--- config.mk ---
export PLATFORM = sky130hd
export DESIGN_NAME = qtable_port_arbiter
export DESIGN_NICKNAME = d
export VERILOG_FILES = /design/src/rtl/qtable_port_arbiter.sv
export SDC_FILE = /design/constraint.sdc
export NUM_CORES = 1
export LEC_CHECK = 0
export ABC_CLOCK_PERIOD_IN_PS = 2600
export CORE_ASPECT_RATIO = 0.5
export CORE_MARGIN = 2
export CORE_UTILIZATION = 30
export DETAILED_ROUTE_END_ITERATION = 12
export PLACE_DENSITY_LB_ADDON = 0.15
export SETUP_SLACK_MARGIN = 0.4
export SLEW_MARGIN = 15
export SYNTH_ARGS = -nofsm -noshare
export SYNTH_HDL_FRONTEND = slang
export SYNTH_SLANG_ARGS = --single-unit
export TNS_END_PERCENT = 10
--- constraint.sdc ---
create_clock -name clk -period 2.6 [get_ports clk]
set_input_delay 0.39 -clock clk [delete_from_list [all_inputs] [get_ports clk]]
set_output_delay 0.39 -clock clk [all_outputs]
set_load 0.02 [all_outputs]
--- src/rtl/qtable_port_arbiter.sv ---
// qtable_port_arbiter
//   Shares the single read/write port of the Q-table RAM between NUM_REQ
//   requesters (learner update, greedy readout, host/debug). Round-robin
//   arbitration, one access per cycle, with a per-requester lock that makes
//   a read-modify-write of one Q entry atomic. The lock is revoked after
//   LOCK_TIMEOUT locked cycles without an owner access.
//
// Ports
//   clk, reset_n            clock, asynchronous active-low reset
//   req/req_we/req_lock     per-requester request, write flag, keep-lock flag
//   req_addr/req_wdata      packed per-requester address / write data
//   gnt                     one-hot grant, combinational, same cycle as access
//   rvalid/rdata            read return, one cycle after a granted read
//   mem_en/mem_we/mem_addr/mem_wdata/mem_rdata   RAM port (1-cycle read)
//   lock_owner              {lock held, owner index}
//   addr_err/lock_err       one-cycle error pulses
module qtable_port_arbiter #(
    parameter int NUM_REQ      = 4,
    parameter int ADDR_W       = 7,
    parameter int DATA_W       = 16,
    parameter int DEPTH        = 100,
    parameter int LOCK_TIMEOUT = 15
) (
    input  logic                          clk,
    input  logic                          reset_n,
    input  logic [NUM_REQ-1:0]            req,
    input  logic [NUM_REQ-1:0]            req_we,
    input  logic [NUM_REQ-1:0]            req_lock,
    input  logic [NUM_REQ*ADDR_W-1:0]     req_addr,
    input  logic [NUM_REQ*DATA_W-1:0]     req_wdata,
    output logic [NUM_REQ-1:0]            gnt,
    output logic [NUM_REQ-1:0]            rvalid,
    output logic [DATA_W-1:0]             rdata,
    output logic                          mem_en,
    output logic                          mem_we,
    output logic [ADDR_W-1:0]             mem_addr,
    output logic [DATA_W-1:0]             mem_wdata,
    input  logic [DATA_W-1:0]             mem_rdata,
    output logic [$clog2(NUM_REQ):0]      lock_owner,
    output logic                          addr_err,
    output logic                          lock_err
);

    localparam int IDX_W = $clog2(NUM_REQ);
    localparam int CNT_W = $clog2(LOCK_TIMEOUT + 1);

    logic [NUM_REQ-1:0][ADDR_W-1:0] addr_a;
    logic [NUM_REQ-1:0][DATA_W-1:0] wdata_a;

    genvar g;
    generate
        for (g = 0; g < NUM_REQ; g++) begin : g_unpack
            assign addr_a[g]  = req_addr[g*ADDR_W +: ADDR_W];
            assign wdata_a[g] = req_wdata[g*DATA_W +: DATA_W];
        end
    endgenerate

    logic [IDX_W-1:0] rr_ptr;
    logic [IDX_W-1:0] lock_idx;
    logic             lock_held;
    logic [CNT_W-1:0] to_cnt;
    logic             rd_zero;

    logic [IDX_W-1:0]  sel;
    logic              any_gnt;
    logic              sel_ok;
    logic              sel_rd;
    logic [ADDR_W-1:0] sel_addr;

    // Grant selection. While locked only the owner can win. Otherwise scan
    // offsets from rr_ptr in descending order so the smallest offset (the
    // first requester at or after rr_ptr) is the last to write and wins.
    always_comb begin
        any_gnt = 1'b0;
        sel     = rr_ptr;
        if (lock_held) begin
            sel     = lock_idx;
            any_gnt = req[lock_idx];
        end else begin
            for (int k = NUM_REQ - 1; k >= 0; k--) begin
                if (req[IDX_W'((32'(rr_ptr) + 32'(k)) % NUM_REQ)]) begin
                    any_gnt = 1'b1;
                    sel     = IDX_W'((32'(rr_ptr) + 32'(k)) % NUM_REQ);
                end
            end
        end
        if (!reset_n) any_gnt = 1'b0;
    end

    assign sel_addr = addr_a[sel];
    assign sel_ok   = 32'(sel_addr) < DEPTH;
    assign sel_rd   = any_gnt & ~req_we[sel];

    assign gnt       = any_gnt ? ({{(NUM_REQ-1){1'b0}}, 1'b1} << sel) : '0;
    // An illegal address still consumes the slot but never reaches the RAM.
    assign mem_en    = any_gnt & sel_ok;
    assign mem_we    = mem_en & req_we[sel];
    assign mem_addr  = mem_en ? sel_addr : '0;
    assign mem_wdata = mem_en ? wdata_a[sel] : '0;

    assign rdata      = rd_zero ? '0 : mem_rdata;
    assign lock_owner = lock_held ? {1'b1, lock_idx} : '0;

    always_ff @(posedge clk or negedge reset_n) begin
        if (!reset_n) begin
            rr_ptr    <= '0;
            lock_idx  <= '0;
            lock_held <= 1'b0;
            to_cnt    <= '0;
            rvalid    <= '0;
            rd_zero   <= 1'b0;
            addr_err  <= 1'b0;
            lock_err  <= 1'b0;
        end else begin
            rvalid   <= sel_rd ? gnt : '0;
            rd_zero  <= sel_rd & ~sel_ok;
            addr_err <= any_gnt & ~sel_ok;
            lock_err <= 1'b0;
            if (!lock_held) begin
                to_cnt <= '0;
                if (any_gnt) begin
                    rr_ptr <= (sel == IDX_W'(NUM_REQ - 1)) ? '0 : sel + 1'b1;
                    if (req_lock[sel]) begin
                        lock_held <= 1'b1;
                        lock_idx  <= sel;
                    end
                end
            end else if (any_gnt) begin
                // Owner access: keep the lock only if it asks again.
                to_cnt <= '0;
                if (!req_lock[sel]) lock_held <= 1'b0;
            end else if (to_cnt == CNT_W'(LOCK_TIMEOUT - 1)) begin
                // This is the LOCK_TIMEOUT-th idle locked cycle: revoke.
                to_cnt    <= '0;
                lock_held <= 1'b0;
                lock_err  <= 1'b1;
            end else begin
                to_cnt <= to_cnt + 1'b1;
            end
        end
    end

endmodule

Word-level counts from Yosys, hierarchy flattened
Index checks and enable logic that the tools add are counted.
{ "word_totals": {"ff_bits": 16, "word_cells": 80} }
{ "op_classes": {"n_addsub": 5, "magnitude_cmp": 7, "eq_ne": 2, "shifts": 1, "mux": 47, "bitwise": 8, "n_reduce_logical": 2} }
{ "op_table": {"columns": ["op", "count"], "rows": [
  ["2-to-1 mux 16 bit", 3],
  ["binary-select mux 16 bit (select 2 bit)", 1],
  ["2-to-1 mux 1 bit", 21],
  ["2-to-1 mux 4 bit", 5],
  ["less-than comparator 2 x 3 -> 1 bit, second input constant", 6],
  ["binary-select mux 1 bit (select 2 bit)", 7],
  ["binary-select mux 7 bit (select 2 bit)", 1],
  ["2-to-1 mux 7 bit", 2],
  ["2-to-1 mux 2 bit", 6],
  ["less-than comparator 7 bit, second input constant", 1],
  ["AND 1 bit", 5],
  ["adder 2 x 1 -> 2 bit, second input constant", 2],
  ["adder 2 bit, second input constant", 2],
  ["adder 4 x 1 -> 4 bit, second input constant", 1],
  ["== test 4 bit, second input constant", 1],
  ["left shift 1 x 2 -> 4 bit, first input constant", 1],
  ["2-to-1 mux 3 bit", 1],
  ["inverter 1 bit", 3],
  ["AND reduction 3 bit", 1],
  ["== test 2 bit, second input constant", 1],
  ["AND reduction 2 bit", 1]
]} }

Depth between registers and ports, before layout
Gate-level depths: netlist (run 1).
{ "depth": {"word_depth": 13, "depth_mapped": 11, "ltp_nobuf": 9} }

Least setup slack after synthesis (run 1)
No wires, ideal clock.
{ "synth_path": {"kind": "input port to output port", "startpoint": "input req[0]", "endpoint": "output mem_addr[0]", "arrival_time_ns": 2.309, "path_slack_ns": -0.099, "cell_stages": 8, "cell_sequence": "or3b_4 a21oi_4 o21ai_4 nand2_4 inv_2 buf_2 mux2i_1 o32ai_1"} }
{ "synth_between": {"elab_chain_cells": 12, "elab_cells_between_ends": 26, "cone_classes": "1 x order compare; 24 x mux; 1 x bitwise"} }
{ "synth_lines": {"columns": ["item", "line", "source"], "rows": [
  ["from (decl)", "26", "input logic [NUM_REQ-1:0] req,"],
  ["binary-select mux 1 bit (select 2 bit)", "81", "if (req[IDX_W'((32'(rr_ptr) + 32'(k)) % NUM_REQ)]) begin"],
  ["2-to-1 mux 1 bit (not written as such)", "81", null],
  ["2-to-1 mux 2 bit (3 in series)", "81", null],
  ["2-to-1 mux 2 bit (*)", "81", null],
  ["2-to-1 mux 2 bit (*)", "76", "if (lock_held) begin"],
  ["via sel[0]", "64", "logic [IDX_W-1:0] sel;"],
  ["binary-select mux 7 bit (select 2 bit) (*)", "90", "assign sel_addr = addr_a[sel];"],
  ["2-to-1 mux 7 bit (not written as such) (*)", "90", null],
  ["less-than comparator 7 bit", "91", "assign sel_ok = 32'(sel_addr) < DEPTH;"],
  ["AND 1 bit", "96", "assign mem_en = any_gnt & sel_ok;"],
  ["2-to-1 mux 7 bit (*)", "98", "assign mem_addr = mem_en ? sel_addr : '0;"],
  ["to (decl)", "36", "output logic [ADDR_W-1:0] mem_addr,"]
]} }
The timed path passes the listed nets; every way through them passes the cells marked *. The select of a mux whose other input is x is not followed.

Final worst setup path (run 1)
{ "layout_path": {"startpoint": "register rr_ptr[0]", "endpoint": "output mem_wdata[4]"} }
{ "layout_between": {"elab_chain_cells": 13, "elab_cells_between_ends": 29, "cone_classes": "3 x add/sub; 1 x order compare; 24 x mux; 1 x bitwise"} }
{ "layout_lines": {"columns": ["item", "line", "source"], "rows": [
  ["from (decl)", "58", "logic [IDX_W-1:0] rr_ptr;"],
  ["from (signal assigned)", "122", "rr_ptr <= (sel == IDX_W'(NUM_REQ - 1)) ? '0 : sel + 1'b1;"],
  ["adder 2 bit", "81, 83", null],
  ["binary-select mux 1 bit (select 2 bit)", "81", null],
  ["2-to-1 mux 1 bit (not written as such)", "81", null],
  ["2-to-1 mux 2 bit (4 in series)", "81", null],
  ["2-to-1 mux 2 bit", "76", null],
  ["binary-select mux 7 bit (select 2 bit)", "90", null],
  ["2-to-1 mux 7 bit (not written as such)", "90", null],
  ["less-than comparator 7 bit", "91", null],
  ["AND 1 bit", "96", null],
  ["2-to-1 mux 16 bit (*)", "99", "assign mem_wdata = mem_en ? wdata_a[sel] : '0;"],
  ["to (decl)", "37", "output logic [DATA_W-1:0] mem_wdata,"]
]} }
Every way passes the cells marked *; elsewhere a longest branch is shown, timed or not. The select of a mux whose other input is x is not followed.

==> results.py, run 1 <==
metrics = {
    "pwr": {
        "p_leak_nw": 2.17,
        "combPwrFrac_pct": 85.9,
        "power.total_w": 0.00525,
        "cell_internal_pwr_w": 0.00285,
        "p_sw_share_pct": 45.8,
        "clkPwrFrac_pct": 6.4,
        "power_frac_seq_pct": 7.7,
        "p_per_area_nw_per_um2": 982,
        "p_switching_w": 0.00241,
        "irDropWorstVdd_mv": 0.430,
    },
    "place": {
        "io_buffers": 175,
        "dp_slack_ns": -1.12,
        "hpwl_um": 8210,
        "gp_congestion": 0.851,
    },
    "cts": {
        "clkTransAtPathRegs_ns": 0.05,
        "clock_path_buffers": 2,
        "cts_buffers": 3,
        "cts_tree": "yes",
        "clockRootBuffer": "clkbuf_16",
        "htree_levels": 1,
        "cts.sinks": 16,
        "clk_latency_ns": 0.25,
    },
    "layout": {
        "area_growth_pct": 118,
        "drive_gt1_share_pct": 33.3,
        "fill_cells": 631,
        "fin_util_pct": 67.1,
        "multiInputGateArea_um2": 2200,
        "seqCellArea_um2": 400,
        "num_antenna_cells": 0,
        "num-nets-final": 633,
    },
    "worst_setup_path": {
        "r2r_start": "rr_ptr[0]",
        "crit_buf_inv": 4,
        "cp_cell_sequence": "or3b_4, a21oi_4, o21ai_4, a2111oi_4, a221oi_4, buf_6, buf_12, buf_16, o32ai_4, buf_6",
        "end_kind": "output port",
        "cp_common_cell": "buf_6",
        "r2r_setup_slack_ns": 0.08,
        "worstPathMaxFanout": 6,
        "startpoint_type": "flop",
        "timing.rr.end": "rd_zero",
        "slowest_stage": "a2111oi_4",
        "worstPathRequired_ns": 2.21,
        "path_delay_family": "compound AO/OA/AOI/OAI gates",
        "crit_arrival_ns": 2.61,
        "critPathKind": "reg -> out",
        "max_stage_delay_ns": 0.41,
        "reg2reg_depth": 10,
    },
    "timing": {
        "rsz0062_at_grt": "yes",
        "final_hold_viol_count": 0,
        "fmaxAchievable_mhz": 334,
        "holdWs_ns": 0.481,
        "period_needed_ns": 3.00,
        "fin_crit_sh_pct": 115,
        "setup_viol": 28,
        "relSlewSlack_pct": 68.6,
        "clock_skew_ns": 0.000963,
        "drv_slew": 0,
        "tightest_slew_ns": 0.469,
        "finalWorstSetupSlack_ns": -0.395,
    },
    "synth": {
        "syn-cell-area_um2": 2460,
        "synthTopCellsByArea": "dfrtp_1, o32ai_2, mux2i_1, a211o_1, nand3_1",
        "synth_ff_type": "dfrtp_1",
        "synth_edf_count": 0,
        "syn_inst": 274,
        "seq_area_frac_synth_pct": 16.3,
        "synthArstFlopShare_pct": 100,
        "synth_largest_area_cell": "dfrtp_1",
        "yosysMostFrequentCell": "nand3_1",
        "syn_area_per_cell_um2": 8.97,
        "synth_top_area_share_pct": 16.3,
        "yosysWarnings": 0,
        "syn_nets": 402,
        "synthTopCellsByCount": "nand3_1, o21ai_0, a211o_1, mux2i_1",
        "ys_types": 53,
        "synth_seq_cells": 16,
    },
    "floorplan": {
        "die_y_um": 68.0,
        "core_area_um2": 7970,
        "start_util_pct": 30.8,
        "dieArea_um2": 8980,
        "num_io_pins": 176,
        "die_w_um": 132,
        "std_cell_rows": 23,
    },
    "worst_hold_path": {
        "holdPathEnd": "to_cnt[0]",
        "hold_path_class": "reg -> reg",
        "hold_depth": 1,
        "hp-start": "to_cnt[0]",
    },
    "grt": {
        "grt_pass1_wl_um": 16800,
        "grt_pass1_vias": 3302,
        "grtUsageTotal_pct": 23.3,
        "overflow": 0,
        "grt_antenna_before_repair": 0,
        "grt_start_max_net_pins": 31,
    },
    "detailed_routing": {
        "top_layer": "met4",
        "dr_wl_met3_um": 605,
        "firstDrtPassIters": 4,
        "drt_iter0_markers": 155,
        "met2_wirelength_um": 5600,
        "wl_met1_um": 4360,
        "drt_wl_total_um": 10700,
        "num_vias": 3269,
        "antenna_left": 0,
        "wl_per_cell_um": 17.4,
        "vias_per_cell": 5.31,
        "remaining_drc_errors": 0,
    },
    "flow_run": {
        "drv_cap": 0,
    },
    "status": {
        "status": "finished, violations left",
        "failed_checks": "setup timing",
    },
}
==> area by class of cell <==
| class | count | share of cell area [%] |
|---|---|---|
| Clock buffer | 4 | 1.66 |
| Inverter | 7 | 0.632 |
| Multi-Input combinational cell | 226 | 41.1 |
| Sequential cell | 16 | 7.49 |
| Tap cell | 112 | 2.62 |
| Timing Repair Buffer | 251 | 46.5 |
==> cell families (layout without fill, tap and decap cells) <==
group	Yosys count	count (layout)	share of synthesized area, %
simple gates	89	89	20.0
buf+inv	32	262	6.57
flops	16	16	16.3
fa+ha+maj	6	6	3.05
mux	27	27	13.1
compound gates	102	102	40.3
xor+xnor	2	2	0.713
==> flip-flops by register name, summed over array words and instances, names as in the netlist <==
name	count
addr_err	1
lock_err	1
lock_held	1
lock_idx	2
rd_zero	1
rr_ptr	2
rvalid	4
to_cnt	4
==> worst max-delay path by stage <==
stage	from	endpoint	slack, ns	cells past startpoint
final	rr_ptr[0]	mem_wdata[4]	-0.40	10
after global routing	rr_ptr[0]	mem_wdata[4]	-0.50	10
after CTS	rr_ptr[0]	mem_wdata[13]	-0.41	10
after detailed placement	req[0]	mem_en	-1.12	10
after global placement	req[0]	mem_en	-1.03	10
after floorplan	req[0]	mem_addr[6]	0.01	7
==> layout by cell type, fill, tap and decap left out, drive strengths merged, types with 2 or more instances in the layout <==
| cell type | instances |
|---|---|
| ha | 6 |
| a2bb2oi | 2 |
| nor2 | 8 |
| a221oi | 3 |
| o31ai | 2 |
| mux2 | 2 |
| nand3 | 30 |
| buf | 104 |
| nand2 | 11 |
| nand4 | 3 |
| clkdlybuf4s15 | 2 |
| a21oi | 7 |
| mux2i | 21 |
| clkbuf | 7 |
| a21boi | 7 |
| inv | 7 |
| o21ai | 24 |
| nor3 | 3 |
| and3 | 2 |
| clkdlybuf4s50 | 141 |
| o211ai | 7 |
| a2111oi | 2 |
| and2 | 6 |
| or3 | 2 |
| dfrtp | 16 |
| nor2b | 18 |
| nand2b | 2 |
| a211o | 21 |
| mux4 | 4 |
| o32ai | 21 |
==> metal layers <==
layer | GRT usage [%] | vias to the layer above
li1 | - | 1534
met1 | 27.5 | 1601
met2 | 45.8 | 120
met3 | 3.48 | 14
met4 | 5.57 | 0
met5 | 0 | -
==> power groups by stage <==
stage	sequential [W]	combinational [W]	clock (W)
after floorplan	0.000405	0.00245	0
after global placement	0.000408	0.00404	0
after CTS	0.000407	0.00440	0.000338
after detailed placement	0.000409	0.00412	0
final	0.000407	0.00451	0.000335
after global routing	0.000419	0.00480	0.000349
==> what timing repair did <==
item | CTS | global route
pin swaps | 13 | 10
resized for setup | 177 | 18
hold buffers | 0 | 0
setup buffers | 12 | 3
gates cloned | 2 | 0
endpoints found under the setup margin | 40 | 38
==> through the flow <==
step                setup TNS, ns  instance area [um^2]  std cells
CTS                         -9.35                  5300        613
global route               -11.17                  5350        616
floorplan                       0                  2700        274
finish                      -8.56                  5350        616
global placement           -27.85                  5000        595
detailed placement         -29.85                  5000        595
Power figures use the tool's default switching activity.
==> run 2: changes to the inputs <==
--- a/config.mk
+++ b/config.mk
@@ -9,7 +9,9 @@
 export CORE_ASPECT_RATIO = 0.5
 export CORE_MARGIN = 2
 export CORE_UTILIZATION = 30
+export CTS_CLUSTER_DIAMETER = 200
 export DETAILED_ROUTE_END_ITERATION = 12
+export DONT_BUFFER_PORTS = 1
 export PLACE_DENSITY_LB_ADDON = 0.15
 export SETUP_SLACK_MARGIN = 0.4
 export SLEW_MARGIN = 15
==> run 2 against run 1 <==
- the run still ends with setup timing left
- critical path depth unchanged
- die area unchanged
- sequential power up 9.1%
- via count down 24%
- first-iteration DRC count down 14%
- sequential share of layout area up 3.8 points
- non-clock buffer count down 183
- clock-buffer cell count unchanged
- wire length down 19%
- clock skew up 0.0013 ns
- critical path type unchanged
==> results.py, run 2 (synthesis gave the netlist of run 1 again) <==
metrics = {
    "timing": {
        "relSlewSlack_pct": 51.6,
        "tightest_slew_ns": 0.723,
        "drv_slew": 0,
        "finalSetupTns_ns": -7.00,
        "rsz0062_at_grt": "yes",
        "period_needed_ns": 2.92,
        "holdWs_ns": 0.326,
        "clock_skew_ns": 0.00225,
        "finalWorstSetupSlack_ns": -0.325,
        "fmaxAchievable_mhz": 342,
        "fin_crit_sh_pct": 112,
        "setup_viol": 25,
        "final_hold_viol_count": 0,
    },
    "layout": {
        "fin_util_pct": 44.7,
        "final_common_cell": "buf_4",
        "num_antenna_cells": 0,
        "fill_cells": 752,
        "top_regs": "rvalid: 4 flops, to_cnt: 4 flops",
        "area_growth_pct": 45.0,
        "drive_gt1_share_pct": 40.5,
        "mostFrequentLayoutCells": "buf_4, nand3_1, o21ai_0",
        "seqCellArea_um2": 403,
        "design_area_um2": 3560,
        "num-nets-final": 450,
        "multiInputGateArea_um2": 2210,
    },
    "worst_setup_path": {
        "worstPathRequired_ns": 2.21,
        "crit_arrival_ns": 2.53,
        "cp_common_cell": "buf_6",
        "crit_buf_inv": 4,
        "cp_cell_sequence": "or3b_4, a21oi_4, buf_6, o21a_4, o211ai_1, a221oi_4, buf_4, buf_12, o32ai_4, buf_6",
        "slowest_stage": "dfrtp_2",
        "max_stage_delay_ns": 0.40,
        "path_delay_family": "compound AO/OA/AOI/OAI gates",
        "startpoint_type": "flop",
        "worstPathMaxFanout": 6,
        "end_kind": "output port",
        "critPathKind": "reg -> out",
    },
    "floorplan": {
        "die_w_um": 132,
        "std_cell_rows": 23,
        "core_area_um2": 7970,
        "start_util_pct": 30.8,
        "num_io_pins": 176,
        "dieArea_um2": 8980,
        "die_y_um": 68.0,
    },
    "detailed_routing": {
        "wl_per_cell_um": 20.1,
        "drt_iter0_markers": 134,
        "num_vias": 2479,
        "dr_wl_met3_um": 519,
        "antenna_left": 0,
        "met2_wirelength_um": 4490,
        "drt_wl_total_um": 8690,
        "vias_per_cell": 5.73,
        "remaining_drc_errors": 0,
        "top_layer": "met4",
        "firstDrtPassIters": 5,
        "wl_met1_um": 3590,
    },
    "pwr": {
        "p_leak_nw": 1.40,
        "p_per_area_nw_per_um2": 1250,
        "power.total_w": 0.00445,
        "irDropWorstVdd_mv": 0.454,
    },
    "grt": {
        "grt_pass1_vias": 2475,
        "grtUsageTotal_pct": 17.9,
        "grt_antenna_before_repair": 0,
        "overflow": 0,
        "grt_pass1_wl_um": 12900,
        "grt_start_max_net_pins": 23,
    },
    "flow_run": {
        "drv_cap": 0,
    },
    "cts": {
        "cts_buffers": 3,
        "clk_latency_ns": 0.24,
        "cts_tree": "yes",
        "cts.sinks": 16,
        "clock_path_buffers": 2,
        "htree_levels": 1,
        "clkTransAtPathRegs_ns": 0.05,
        "clockRootBuffer": "clkbuf_16",
    },
    "status": {
        "failed_checks": "setup timing",
        "status": "finished, violations left",
    },
    "place": {
        "io_buffers": 0,
        "dpl-instance-area_um2": 3110,
        "gp_congestion": 0.808,
        "hpwl_um": 6890,
    },
    "worst_hold_path": {
        "hold_path_class": "in -> reg",
    },
}
-- run 2: stage by stage --
step | worst slack [ns] | instances
2_1_floorplan | 0.0145 | 274
3_3_place_gp | -0.0815 | 404
3_5_place_dp | -0.158 | 404
4_1_cts | -0.379 | 421
5_1_grt | -0.440 | 433
6_report | -0.325 | 433
-- run 2: routing by layer --
layer	global-route usage, %	vias to the layer above
met1	21.8	1196
met3	3.56	12
li1	-	1173
met5	0	-
met2	34.2	98
met4	2.85	0
-- run 2: power by group --
part	leakage, nW	internal, W	switching [W]	total [W]
Sequential	0.210	0.000329	0.000115	0.000444
Combinational	1.15	0.00167	0.00202	0.00368
Clock	0.0442	0.000233	0.0000930	0.000326
-- run 2: layout make-up --
| type | count | area share [%] |
|---|---|---|
| clock buffer | 4 | 2.49 |
| inverter | 7 | 0.878 |
| multi-input combinational | 226 | 62.1 |
| sequential | 16 | 11.3 |
| tap | 112 | 3.93 |
| timing repair buffer | 68 | 19.3 |
-- run 2: timing repair --
action,4_1_cts,5_1_grt
endpoints found under the setup margin,35,36
pin swaps,11,9
cloned,1,0
resized for setup,21,17
hold endpoints to repair,16,0
hold buffers,1,0
buffers inserted,11,12
-- run 2: path summary, 6_finish.rpt --
kind | startpoint | to | slack [ns] | cells past startpoint
hold reg to reg | to_cnt[0] | to_cnt[0] | 0.49 | 1
hold / removal | reset_n | lock_err | 0.33 | 3
setup reg to reg | rr_ptr[0] | addr_err | 0.13 | 10
setup / recovery | rr_ptr[0] | mem_addr[5] | -0.32 | 10
max in group asynchronous | reset_n | lock_held | 1.45 | 1
min in group asynchronous | reset_n | lock_idx[1] | 0.65 | 1
-- run 2: tightest hold or removal path, cell delays in order --
cell and delay (ns):
nand2_1 0.04, nand2_1 0.06, nor2_1 0.04
==> run 3: changes to the inputs <==
--- a/config.mk
+++ b/config.mk
@@ -7,7 +7,6 @@
 export LEC_CHECK = 0
 export ABC_CLOCK_PERIOD_IN_PS = 2600
 export CORE_ASPECT_RATIO = 0.5
-export CORE_MARGIN = 2
 export CORE_UTILIZATION = 30
 export CTS_CLUSTER_DIAMETER = 200
 export DETAILED_ROUTE_END_ITERATION = 12
==> run 3 against run 2 <==
- the flow still finishes with violations (setup timing)
- setup slack worse by 0.010 ns
- die area shrank 4.4%
- cell count down 3.7%
- utilization increased by 0.72 points
- clock power is essentially flat
- via count rose by 0.52%
- sequential power fell by 2%
- first-iteration DRC count fell by 3.7%
- critical path depth rose by 1
==> results.py, run 3 (synthesis gave the netlist of run 1 again) <==
metrics = {
    "layout": {
        "top_regs": "rvalid: 4 flops, to_cnt: 4 flops",
        "final_common_cell": "buf_4",
        "fill_cells": 737,
        "mostFrequentLayoutCells": "buf_4, nand3_1, o21ai_0, mux2i_1, a211o_1",
        "stdcell_count": 417,
        "drive_gt1_share_pct": 37.9,
        "num-nets-final": 438,
        "num_antenna_cells": 0,
        "fin_util_pct": 45.4,
        "area_growth_pct": 40.9,
    },
    "floorplan": {
        "die_y_um": 66.0,
        "start_util_pct": 32.2,
        "num_io_pins": 176,
        "die_w_um": 130,
        "std_cell_rows": 22,
        "core_area_um2": 7620,
        "dieArea_um2": 8580,
    },
    "worst_setup_path": {
        "startpoint_type": "flop",
        "reg2reg_depth": 10,
        "critical_path.startpoint": "rr_ptr[0]",
        "worstPathRequired_ns": 2.21,
        "critPathKind": "reg -> out",
        "worstPathMaxFanout": 7,
        "crit_path_end": "mem_wdata[9]",
        "crit_arrival_ns": 2.55,
        "end_kind": "output port",
        "timing.rr.end": "addr_err",
        "r2r_setup_slack_ns": 0.07,
        "r2r_start": "rr_ptr[0]",
    },
    "detailed_routing": {
        "drt_iter0_markers": 129,
        "drt_wl_total_um": 8680,
        "wl_per_cell_um": 20.8,
        "vias_per_cell": 5.98,
        "firstDrtPassIters": 4,
        "antenna_left": 0,
        "remaining_drc_errors": 0,
        "num_vias": 2492,
    },
    "timing": {
        "finalWorstSetupSlack_ns": -0.335,
        "holdWs_ns": 0.338,
        "tightest_slew_ns": 0.728,
        "rsz0062_at_grt": "yes",
        "fin_crit_sh_pct": 113,
        "relSlewSlack_pct": 51.3,
        "final_hold_viol_count": 0,
        "finalSetupTns_ns": -7.20,
        "drv_slew": 0,
        "clock_skew_ns": 0.00347,
        "setup_viol": 25,
        "period_needed_ns": 2.94,
        "fmaxAchievable_mhz": 341,
    },
    "status": {
        "status": "finished, violations left",
        "failed_checks": "setup timing",
    },
    "cts": {
        "clkTransAtPathRegs_ns": 0.05,
        "cts.sinks": 16,
        "htree_levels": 1,
        "clockRootBuffer": "clkbuf_16",
        "clk_latency_ns": 0.24,
        "cts_tree": "yes",
        "clock_path_buffers": 2,
        "cts_buffers": 3,
    },
    "grt": {
        "grt_start_max_net_pins": 19,
        "grt_pass1_vias": 2385,
        "grt_antenna_before_repair": 0,
        "grt_pass1_wl_um": 12700,
        "overflow": 0,
        "grtUsageTotal_pct": 19.0,
    },
    "pwr": {
        "clkPwrFrac_pct": 7.5,
        "irDropWorstVdd_mv": 0.491,
        "p_leak_nw": 1.34,
        "p_sw_share_pct": 50.3,
        "power_frac_seq_pct": 9.9,
        "p_per_area_nw_per_um2": 1270,
        "cell_internal_pwr_w": 0.00218,
        "p_switching_w": 0.00220,
        "combPwrFrac_pct": 82.6,
    },
    "flow_run": {
        "drv_cap": 0,
    },
    "place": {
        "placedCellCount": 400,
        "io_buffers": 0,
        "gp_congestion": 0.857,
        "hpwl_um": 6920,
    },
    "worst_hold_path": {
        "hold_path_class": "in -> reg",
    },
}
-- run 3: worst min path at each step --
stage,to,start,slack (ns),depth (start not counted)
CTS,lock_err,reset_n,0.33,3
global route,lock_err,reset_n,0.34,3
finish,lock_err,reset_n,0.34,3
detailed placement,to_cnt[3],reset_n,0.09,0
floorplan,addr_err,reset_n,0.09,0
global placement,lock_err,reset_n,0.09,0
-- run 3: power groups by stage --
stage / Clock [W] / Sequential (W) / Combinational, W
after global routing: 0.000352 / 0.000450 / 0.00385
after floorplan: 0 / 0.000405 / 0.00245
after detailed placement: 0 / 0.000437 / 0.00329
final: 0.000329 / 0.000435 / 0.00362
after global placement: 0 / 0.000430 / 0.00325
after CTS: 0.000340 / 0.000435 / 0.00347
-- run 3: repair_timing --
| action | in CTS | in global routing |
|---|---|---|
| gates cloned | 0 | 1 |
| setup buffers | 9 | 2 |
| pin swaps | 8 | 9 |
| hold buffers | 1 | 0 |
| hold endpoints to repair | 16 | 0 |
| endpoints found under the setup margin | 35 | 36 |
| gates resized for setup | 13 | 15 |
-- run 3: worst max-delay path, cell delays in order (launching register included) --
cell and delay (ns):
dfrtp_1 0.41, inv_1 0.10, a221oi_2 0.07, buf_4 0.16, o21ai_4 0.32, buf_6 0.14
nand4_1 0.19, a221oi_4 0.38, buf_12 0.16, buf_6 0.11, buf_12 0.14, o32ai_4 0.12
-- run 3: metal layers --
layer	share of wire [%]	routed length (um)	global-route usage (%)
met3	5.9	511	2.83
met1	44	3810	25.4
met4	0.93	81	3.34
met2	49	4280	32.8
met5	0	0	0
-- run 3: layout make-up --
cell class                      count  area (um^2)  share of cell area (%)
Timing Repair Buffer               56          604                    17.5
Clock buffer                        4         88.8                    2.57
Sequential cell                    16          400                    11.6
Multi-Input combinational cell    226         2200                    63.7
Inverter                            7         28.8                   0.831
Tap cell                          108          135                    3.90
-- run 3: stage by stage --
step	total power [W]	worst slack, ns	area (um^2)
after floorplan	0.00285	0.0145	2700
after global placement	0.00368	-0.0322	3110
after detailed placement	0.00373	-0.0722	3110
after CTS	0.00424	-0.311	3340
after global routing	0.00466	-0.470	3460
final	0.00438	-0.335	3460
